[config.mk]
export PLATFORM = sky130hd
export DESIGN_NAME = pwm_channel
export DESIGN_NICKNAME = d
export VERILOG_FILES = /design/src/rtl/pwm_channel.sv
export SDC_FILE = /design/constraint.sdc
export NUM_CORES = 1
export LEC_CHECK = 0
export CAP_MARGIN = 20
export CORE_MARGIN = 3
export CORE_UTILIZATION = 50
export CTS_CLUSTER_DIAMETER = 200
export DETAILED_ROUTE_END_ITERATION = 8
export GPL_TIMING_DRIVEN = 0
export PLACE_DENSITY = 0.85
export SYNTH_ARGS = -nofsm -noshare
export SYNTH_HDL_FRONTEND = slang
export SYNTH_SLANG_ARGS = --single-unit
export TNS_END_PERCENT = 50
[constraint.sdc]
create_clock -name clk -period 2.13 [get_ports clk]
set_input_delay 0.639 -clock clk [delete_from_list [all_inputs] [get_ports clk]]
set_output_delay 0.639 -clock clk [all_outputs]
set_load 0.01 [all_outputs]
[src/rtl/pwm_channel.sv]
// One PWM channel: bus-mapped CTRL/PERIOD/COMPARE/COUNT registers, prescaled
// up-counter with double-buffered period/compare and a registered PWM output.
module pwm_channel #(
    parameter int CNT_WIDTH   = 16,
    parameter int PRESC_WIDTH = 8
) (
    input  logic        clk,
    input  logic        rst_n,
    input  logic        req,
    input  logic        we,
    input  logic [3:0]  be,
    input  logic [3:0]  addr,
    input  logic [31:0] wdata,
    output logic        gnt,
    output logic        rvalid,
    output logic [31:0] rdata,
    output logic        pwm_out,
    output logic        pwm_active,
    output logic        irq
);

    logic                   en;
    logic                   pol;
    logic                   irq_en;
    logic                   irq_pend;
    logic [PRESC_WIDTH-1:0] presc;
    logic [PRESC_WIDTH-1:0] presc_cnt;
    logic [CNT_WIDTH-1:0]   period_sh;
    logic [CNT_WIDTH-1:0]   compare_sh;
    logic [CNT_WIDTH-1:0]   period_act;
    logic [CNT_WIDTH-1:0]   cmp_act;
    logic [CNT_WIDTH-1:0]   cnt;

    logic [31:0] byte_mask;
    logic [31:0] ctrl_word;
    logic [31:0] period_word;
    logic [31:0] compare_word;
    logic [31:0] count_word;
    logic [31:0] merged_ctrl;
    logic [31:0] merged_period;
    logic [31:0] merged_compare;
    logic [31:0] merged_count;
    logic [31:0] rd_word;

    logic wr_ctrl;
    logic wr_period;
    logic wr_compare;
    logic wr_count;
    logic w1c_pend;
    logic tick;
    logic wrap;
    logic unused_bits;

    genvar gi;
    generate
        for (gi = 0; gi < 4; gi++) begin : g_byte_mask
            assign byte_mask[gi*8 +: 8] = {8{be[gi]}};
        end
    endgenerate

    assign ctrl_word    = 32'({presc, 4'b0000, irq_pend, irq_en, pol, en});
    assign period_word  = 32'(period_sh);
    assign compare_word = 32'(compare_sh);
    assign count_word   = 32'(cnt);

    assign merged_ctrl    = (ctrl_word    & ~byte_mask) | (wdata & byte_mask);
    assign merged_period  = (period_word  & ~byte_mask) | (wdata & byte_mask);
    assign merged_compare = (compare_word & ~byte_mask) | (wdata & byte_mask);
    assign merged_count   = (count_word   & ~byte_mask) | (wdata & byte_mask);

    assign wr_ctrl    = req && we && (addr[3:2] == 2'd0);
    assign wr_period  = req && we && (addr[3:2] == 2'd1);
    assign wr_compare = req && we && (addr[3:2] == 2'd2);
    assign wr_count   = req && we && (addr[3:2] == 2'd3);
    assign w1c_pend   = wr_ctrl && be[0] && wdata[3];

    // A counter pushed past period_act by a COUNT write only wraps on overflow.
    assign tick = en && (presc_cnt == presc);
    assign wrap = tick && ((cnt == period_act) || (&cnt));

    assign gnt        = req;
    assign pwm_active = en;
    assign irq        = irq_pend & irq_en;

    assign unused_bits = ^{addr[1:0], merged_ctrl, merged_period, merged_compare, merged_count};

    always_comb begin
        rd_word = '0;
        case (addr[3:2])
            2'd0:    rd_word = ctrl_word;
            2'd1:    rd_word = period_word;
            2'd2:    rd_word = compare_word;
            default: rd_word = count_word;
        endcase
    end

    always_ff @(posedge clk) begin
        if (!rst_n) begin
            en         <= 1'b0;
            pol        <= 1'b0;
            irq_en     <= 1'b0;
            irq_pend   <= 1'b0;
            presc      <= '0;
            presc_cnt  <= '0;
            period_sh  <= '0;
            compare_sh <= '0;
            period_act <= '0;
            cmp_act    <= '0;
            cnt        <= '0;
            rvalid     <= 1'b0;
            rdata      <= '0;
            pwm_out    <= 1'b0;
        end else begin
            rvalid  <= req;
            rdata   <= (req && !we) ? rd_word : '0;
            pwm_out <= en ? ((cnt < cmp_act) ^ pol) : pol;

            if (!en) begin
                presc_cnt <= '0;
                cnt       <= '0;
            end else if (wr_count) begin
                presc_cnt <= '0;
                cnt       <= merged_count[CNT_WIDTH-1:0];
            end else if (tick) begin
                presc_cnt <= '0;
                cnt       <= wrap ? '0 : cnt + 1'b1;
            end else begin
                presc_cnt <= presc_cnt + 1'b1;
            end

            if (wrap) begin
                irq_pend <= 1'b1;
            end else if (w1c_pend) begin
                irq_pend <= 1'b0;
            end

            if (wr_ctrl) begin
                en     <= merged_ctrl[0];
                pol    <= merged_ctrl[1];
                irq_en <= merged_ctrl[2];
                presc  <= merged_ctrl[8 +: PRESC_WIDTH];
            end

            if (wr_period) begin
                period_sh <= merged_period[CNT_WIDTH-1:0];
            end
            // Shadow writes while idle or in the wrap cycle go straight to the active copy.
            if (wr_period && (!en || wrap)) begin
                period_act <= merged_period[CNT_WIDTH-1:0];
            end else if (wrap) begin
                period_act <= period_sh;
            end

            if (wr_compare) begin
                compare_sh <= merged_compare[CNT_WIDTH-1:0];
            end
            if (wr_compare && (!en || wrap)) begin
                cmp_act <= merged_compare[CNT_WIDTH-1:0];
            end else if (wrap) begin
                cmp_act <= compare_sh;
            end
        end
    end

endmodule

After elaboration in Yosys (flattened, before gate mapping)
Cells that the tools add are included.
{ "totals": {"word_cells": 72, "in_bits": 44, "reg_bits": 134, "output_inout_bits": 37} }
{ "classes": {"n_bitwise": 14, "eq_ne": 5, "magnitude_cmp": 1, "n_reduce_logical": 25, "muxes": 11, "n_addsub": 2} }
{ "ops": {"columns": ["op", "count"], "rows": [
  ["$mux 16", 7],
  ["$and 16x16->16", 5],
  ["$or 16x16->16", 4],
  ["$pmux 16 s3", 1],
  ["$add 16x1->16 const B", 1],
  ["$eq 16x16->1", 1],
  ["$lt 16x16->1", 1],
  ["$not 16->16", 1],
  ["$reduce_and 16->1", 1],
  ["$logic_and 1x1->1", 12],
  ["$add 8x1->8 const B", 1],
  ["$eq 8x8->1", 1],
  ["$reduce_bool 2->1", 4],
  ["$eq 2x2->1 const B", 2],
  ["$reduce_and 2->1", 2],
  ["$reduce_or 4->1", 1],
  ["$mux 1", 3],
  ["$eq 2x1->1 const B", 1],
  ["$logic_not 1->1", 2],
  ["$logic_not 2->1", 1],
  ["$logic_or 1x1->1", 2],
  ["$not 1->1", 2],
  ["$and 1x1->1", 1],
  ["$xor 1x1->1", 1]
]} }

Logic depth before layout (Yosys ltp)
{ "logic_depth": {"depth_word": 6, "mapped_depth": 9, "mapped_depth_nobuf": 8} }

Worst setup path after synthesis
OpenSTA, ideal clock, no wires.
{ "synth_timing": {"path_type": "input to register", "start": "in addr[3]", "end": "reg rdata[12]", "setup_slack_ns": -0.097, "arrival_ns": 2.099, "setup_ns": 0.128, "n_path_buf": 2, "t_required_ns": 2.002, "path_stages": 4, "cell_sequence": "buf_1 -> clkbuf_1 -> mux4_2 -> nor2b_1"} }
{ "synth_between": {"elab_chain_cells": 2, "elab_cells_between_ends": 4, "cone_classes": "eq/ne (2); mux (1); reduce/logical (1)"} }
{ "synth_lines": {"columns": ["element", "line", "source"], "rows": [
  ["from (decl)", "12", "input logic [3:0] addr,"],
  ["$eq 2x2->1 (tied with other cells)", "89", "case (addr[3:2])"],
  ["$pmux 16 s3 *", "89", null],
  ["to (signal assigned)", "115", "rdata <= (req && !we) ? rd_word : '0;"],
  ["to (decl)", "16", "output logic [31:0] rdata,"]
]} }
Every way passes the cells marked *; elsewhere a longest branch is shown, timed or not.
A chain may end at the register's enable or synchronous reset.

==> results.rst <==
.. list-table::
   :header-rows: 1

   * - Metric
     - Value
   * - Status
     - finished with violations
   * - Violated checks
     - negative setup slack
   * - Starting Density
     - 0.519
   * - Final Hold Fails
     - 0
   * - Post-route clock skew
     - 0.0115 ns
   * - Tot Pwr
     - 5.61 mW
   * - Main synth FF type
     - dfxtp_1
   * - Height of the die
     - 119 µm
   * - Global-route wire length before repair
     - 29200 µm
   * - Part of the cycle the worst path needs
     - 1.06
   * - Hold Path Class
     - flop to flop
   * - Antenna diodes
     - 0
   * - Total wire length
     - 19000 µm
   * - TritonCTS buffer count
     - 17
   * - Most area-hungry cell type in the Yosys netlist
     - dfxtp_1
   * - Row count
     - 40
   * - Growth of design area from synthesis to finish
     - 28.4%
   * - Residual DRC
     - 0
   * - Transition time of the tightest slew-check pin
     - 0.645 ns
   * - Worst reg2reg path depth
     - 8
   * - Floorplan Core Area
     - 12200 µm²
   * - Quantity of hold-fixing buffers added after cts
     - 0
   * - Grt met1 use
     - 0.338
   * - Slack of the worst reg-to-reg path
     - -0.14 ns
   * - Clock tree from TritonCTS
     - built
   * - Number of enable-type register cells in the synthesized netlist
     - 0
   * - Global route hottest layer
     - met2
   * - Number of instances in the synthesized netlist
     - 697
   * - Clock sinks
     - 118
   * - Most frequent cells after synthesis
     - dfxtp_1 (118), nor2b_1 (89), nand2_1 (61)
   * - Filler Cells Inserted
     - 909
   * - Setup crit end
     - cmp_act[8]$_SDFFE_PN0P_
   * - Layout cell share with drive strength beyond 1
     - 0.187
   * - Die X-Extent
     - 119 µm
   * - Top achievable clock speed
     - 441 MHz
   * - Max-slew violations
     - 0
   * - CTS max path bufs
     - 2
   * - Top cells by area in the synthesized netlist
     - dfxtp_1 (37%), nor2b_1 (8.8%), mux2i_1 (6.9%)
   * - Post-synthesis sequential area ratio
     - 0.373
   * - Fraction of synthesis flops using an asynchronous set or reset pin
     - 0
   * - Seq cells post-synth
     - 118
   * - Drt via density
     - 5.89
   * - Met3 Use GR
     - 0.0675
   * - Post-layout worst setup margin
     - -0.138 ns
   * - Max-Slew Margin vs Limit
     - 0.567
   * - Antenna violations before repair
     - 0
   * - Initial drt markers
     - 576
   * - Die Outline Area
     - 14100 µm²
   * - Pin count of the biggest net entering global routing
     - 17
   * - Wire length per cell after detailed routing
     - 19.5 µm
   * - Power density normalized to cell area
     - 689 nW/µm²
   * - Worst path arrival time
     - 2.57 ns
   * - Clock H-tree levels
     - 4
   * - NumNets Final
     - 854
   * - Synth warn
     - 0
   * - Post-layout min period
     - 2.27 ns
   * - Crit-path max FO
     - 10
   * - Req. time, crit path
     - 2.43 ns
   * - Max capacitance violation total
     - 0
   * - Most frequent cell after synthesis
     - dfxtp_1
   * - Fraction of post-synthesis cell area in the top cell type by area
     - 0.373
   * - Root buffer cell
     - clkbuf_16
   * - Kind of critical path
     - flop to flop
   * - Endpoint kind of the worst setup timing path
     - flop
   * - Worst-skew pair later-pin latency
     - 0.42 ns
   * - Global-route congestion overflow total
     - 0
   * - Routability congestion estimate from global placement
     - 0.967
   * - Number of primary I/O pins
     - 81
   * - Number of global-route vias before repair
     - 5523
   * - Count of endpoints failing setup in the final report
     - 26
   * - Crit path launch type
     - flop
   * - Worst-case hold slack
     - 0.474 ns
   * - Unique cell type count in the Yosys netlist
     - 49
   * - Overall fraction of global-route tracks in use
     - 0.263
   * - Post-detailed-route count of antenna-violating nets
     - 0
   * - Clock slew at the register clock pins of the worst setup and hold paths
     - 0.06 ns
   * - Total number of vias
     - 5741
   * - Static power due to leakage
     - 3.21 nW
   * - Post-synthesis cell area
     - 6340 µm²
   * - Post-layout util
     - 0.667
   * - Synth Area per Inst
     - 9.10 µm²
   * - Peak supply drop
     - 562 µV
   * - Critical register-to-register path endpoint
     - cmp_act[8]$_SDFFE_PN0P_
   * - Count of buffers inserted at the top-level ports
     - 44
   * - Setup repair after global routing missed its margin
     - true
   * - Pre-Repair DR Iteration Count
     - 5
   * - Post-DP HPWL
     - 12600 µm
   * - GR met2 Demand/Resource
     - 0.410
==> layout by cell type, fill, tap and decap left out, types with 9 or more instances in the layout <==
cell,n
a22oi_1,9
nor2_1,22
o21ai_0,43
xnor2_1,16
mux2i_1,44
nor2b_1,88
buf_6,9
buf_4,35
clkbuf_16,17
xor2_1,11
mux4_2,12
a21oi_1,11
a22o_1,33
inv_1,22
nand4_1,17
conb_1,16
and2_1,24
nand3_1,14
clkdlybuf4s50_1,37
dfxtp_1,106
clkbuf_1,13
nand2_1,60
ha_1,16
==> metal layers <==
metal,part of all wire,vias up
met1,0.40,2691
met2,0.46,348
met4,0.046,0
met3,0.094,76
li1,-,2626
met5,0,-
==> critical path, cell delays in order, from the launching register on <==
cell	delay, ns
dfxtp_2	0.38
xnor2_1	0.30
nand4_1	0.21
nor4_4	0.39
o21ai_4	0.13
and3b_1	0.21
buf_6	0.14
buf_12	0.15
a22o_1	0.23
==> layout make-up <==
| cell class | count | area [µm²] | area share |
|---|---|---|---|
| plain buffers | 49 | 353 | 0.0433 |
| flip-flops and latches | 118 | 2390 | 0.293 |
| repair buffers | 64 | 657 | 0.0807 |
| clock buffers | 21 | 450 | 0.0553 |
| clock inverters | 11 | 155 | 0.0191 |
| multi-input cells | 521 | 3840 | 0.472 |
| inverters | 22 | 82.6 | 0.0101 |
| well taps | 168 | 210 | 0.0258 |
==> kinds of logic (layout without fill, tap and decap cells) <==
| family | Yosys count | count (layout) | synth area share |
|---|---|---|---|
| adders and majority gates | 17 | 17 | 0.0335 |
| buffers and inverters | 73 | 167 | 0.0610 |
| DFF | 118 | 118 | 0.373 |
| muxes | 61 | 61 | 0.121 |
| other | 1 | 16 | 0.000591 |
| xor gates and xnor gates | 32 | 32 | 0.0442 |
| AOI/OAI and AO/OA | 126 | 126 | 0.135 |
| and+or+nand+nor | 269 | 269 | 0.232 |
==> worst min-delay path by stage <==
stage | slack, ns | from | depth (start not counted) | endpoint
2_1_floorplan | 0.44 | cmp_act[14]$_SDFFE_PN0P_ | 1 | cmp_act[14]$_SDFFE_PN0P_
3_3_place_gp | 0.46 | cmp_act[11]$_SDFFE_PN0P_ | 1 | cmp_act[11]$_SDFFE_PN0P_
3_5_place_dp | 0.46 | cmp_act[4]$_SDFFE_PN0P_ | 1 | cmp_act[4]$_SDFFE_PN0P_
4_1_cts | 0.48 | cmp_act[14]$_SDFFE_PN0P_ | 1 | cmp_act[14]$_SDFFE_PN0P_
5_1_grt | 0.50 | cmp_act[11]$_SDFFE_PN0P_ | 1 | cmp_act[11]$_SDFFE_PN0P_
6_report | 0.47 | cmp_act[4]$_SDFFE_PN0P_ | 1 | cmp_act[4]$_SDFFE_PN0P_
==> where the power goes <==
group	leakage [nW]	internal [mW]	switching (mW)
clock network	0.304	1.97	1.01
registers	0.959	2.22	0.0109
logic	1.95	0.170	0.225
==> per-stage QoR <==
step	setup WS, ns	cell area (µm²)	setup TNS [ns]	cells
6_report	-0.138	8140	-2.34	974
5_1_grt	-0.136	8140	-2.49	974
4_1_cts	-0.149	7910	-1.74	961
3_5_place_dp	-1.10	7050	-85.67	924
3_3_place_gp	-1.06	7050	-82.68	924
2_1_floorplan	0.0272	6400	0	712
==> timing repair <==
item                       CTS  global route
setup endpoints to repair  111            81
setup buffers                7            13
hold endpoints to repair     0             0
pin swaps                    4            16
resized for setup           53            51
Note: power is estimated with default switching activity, not from simulation.
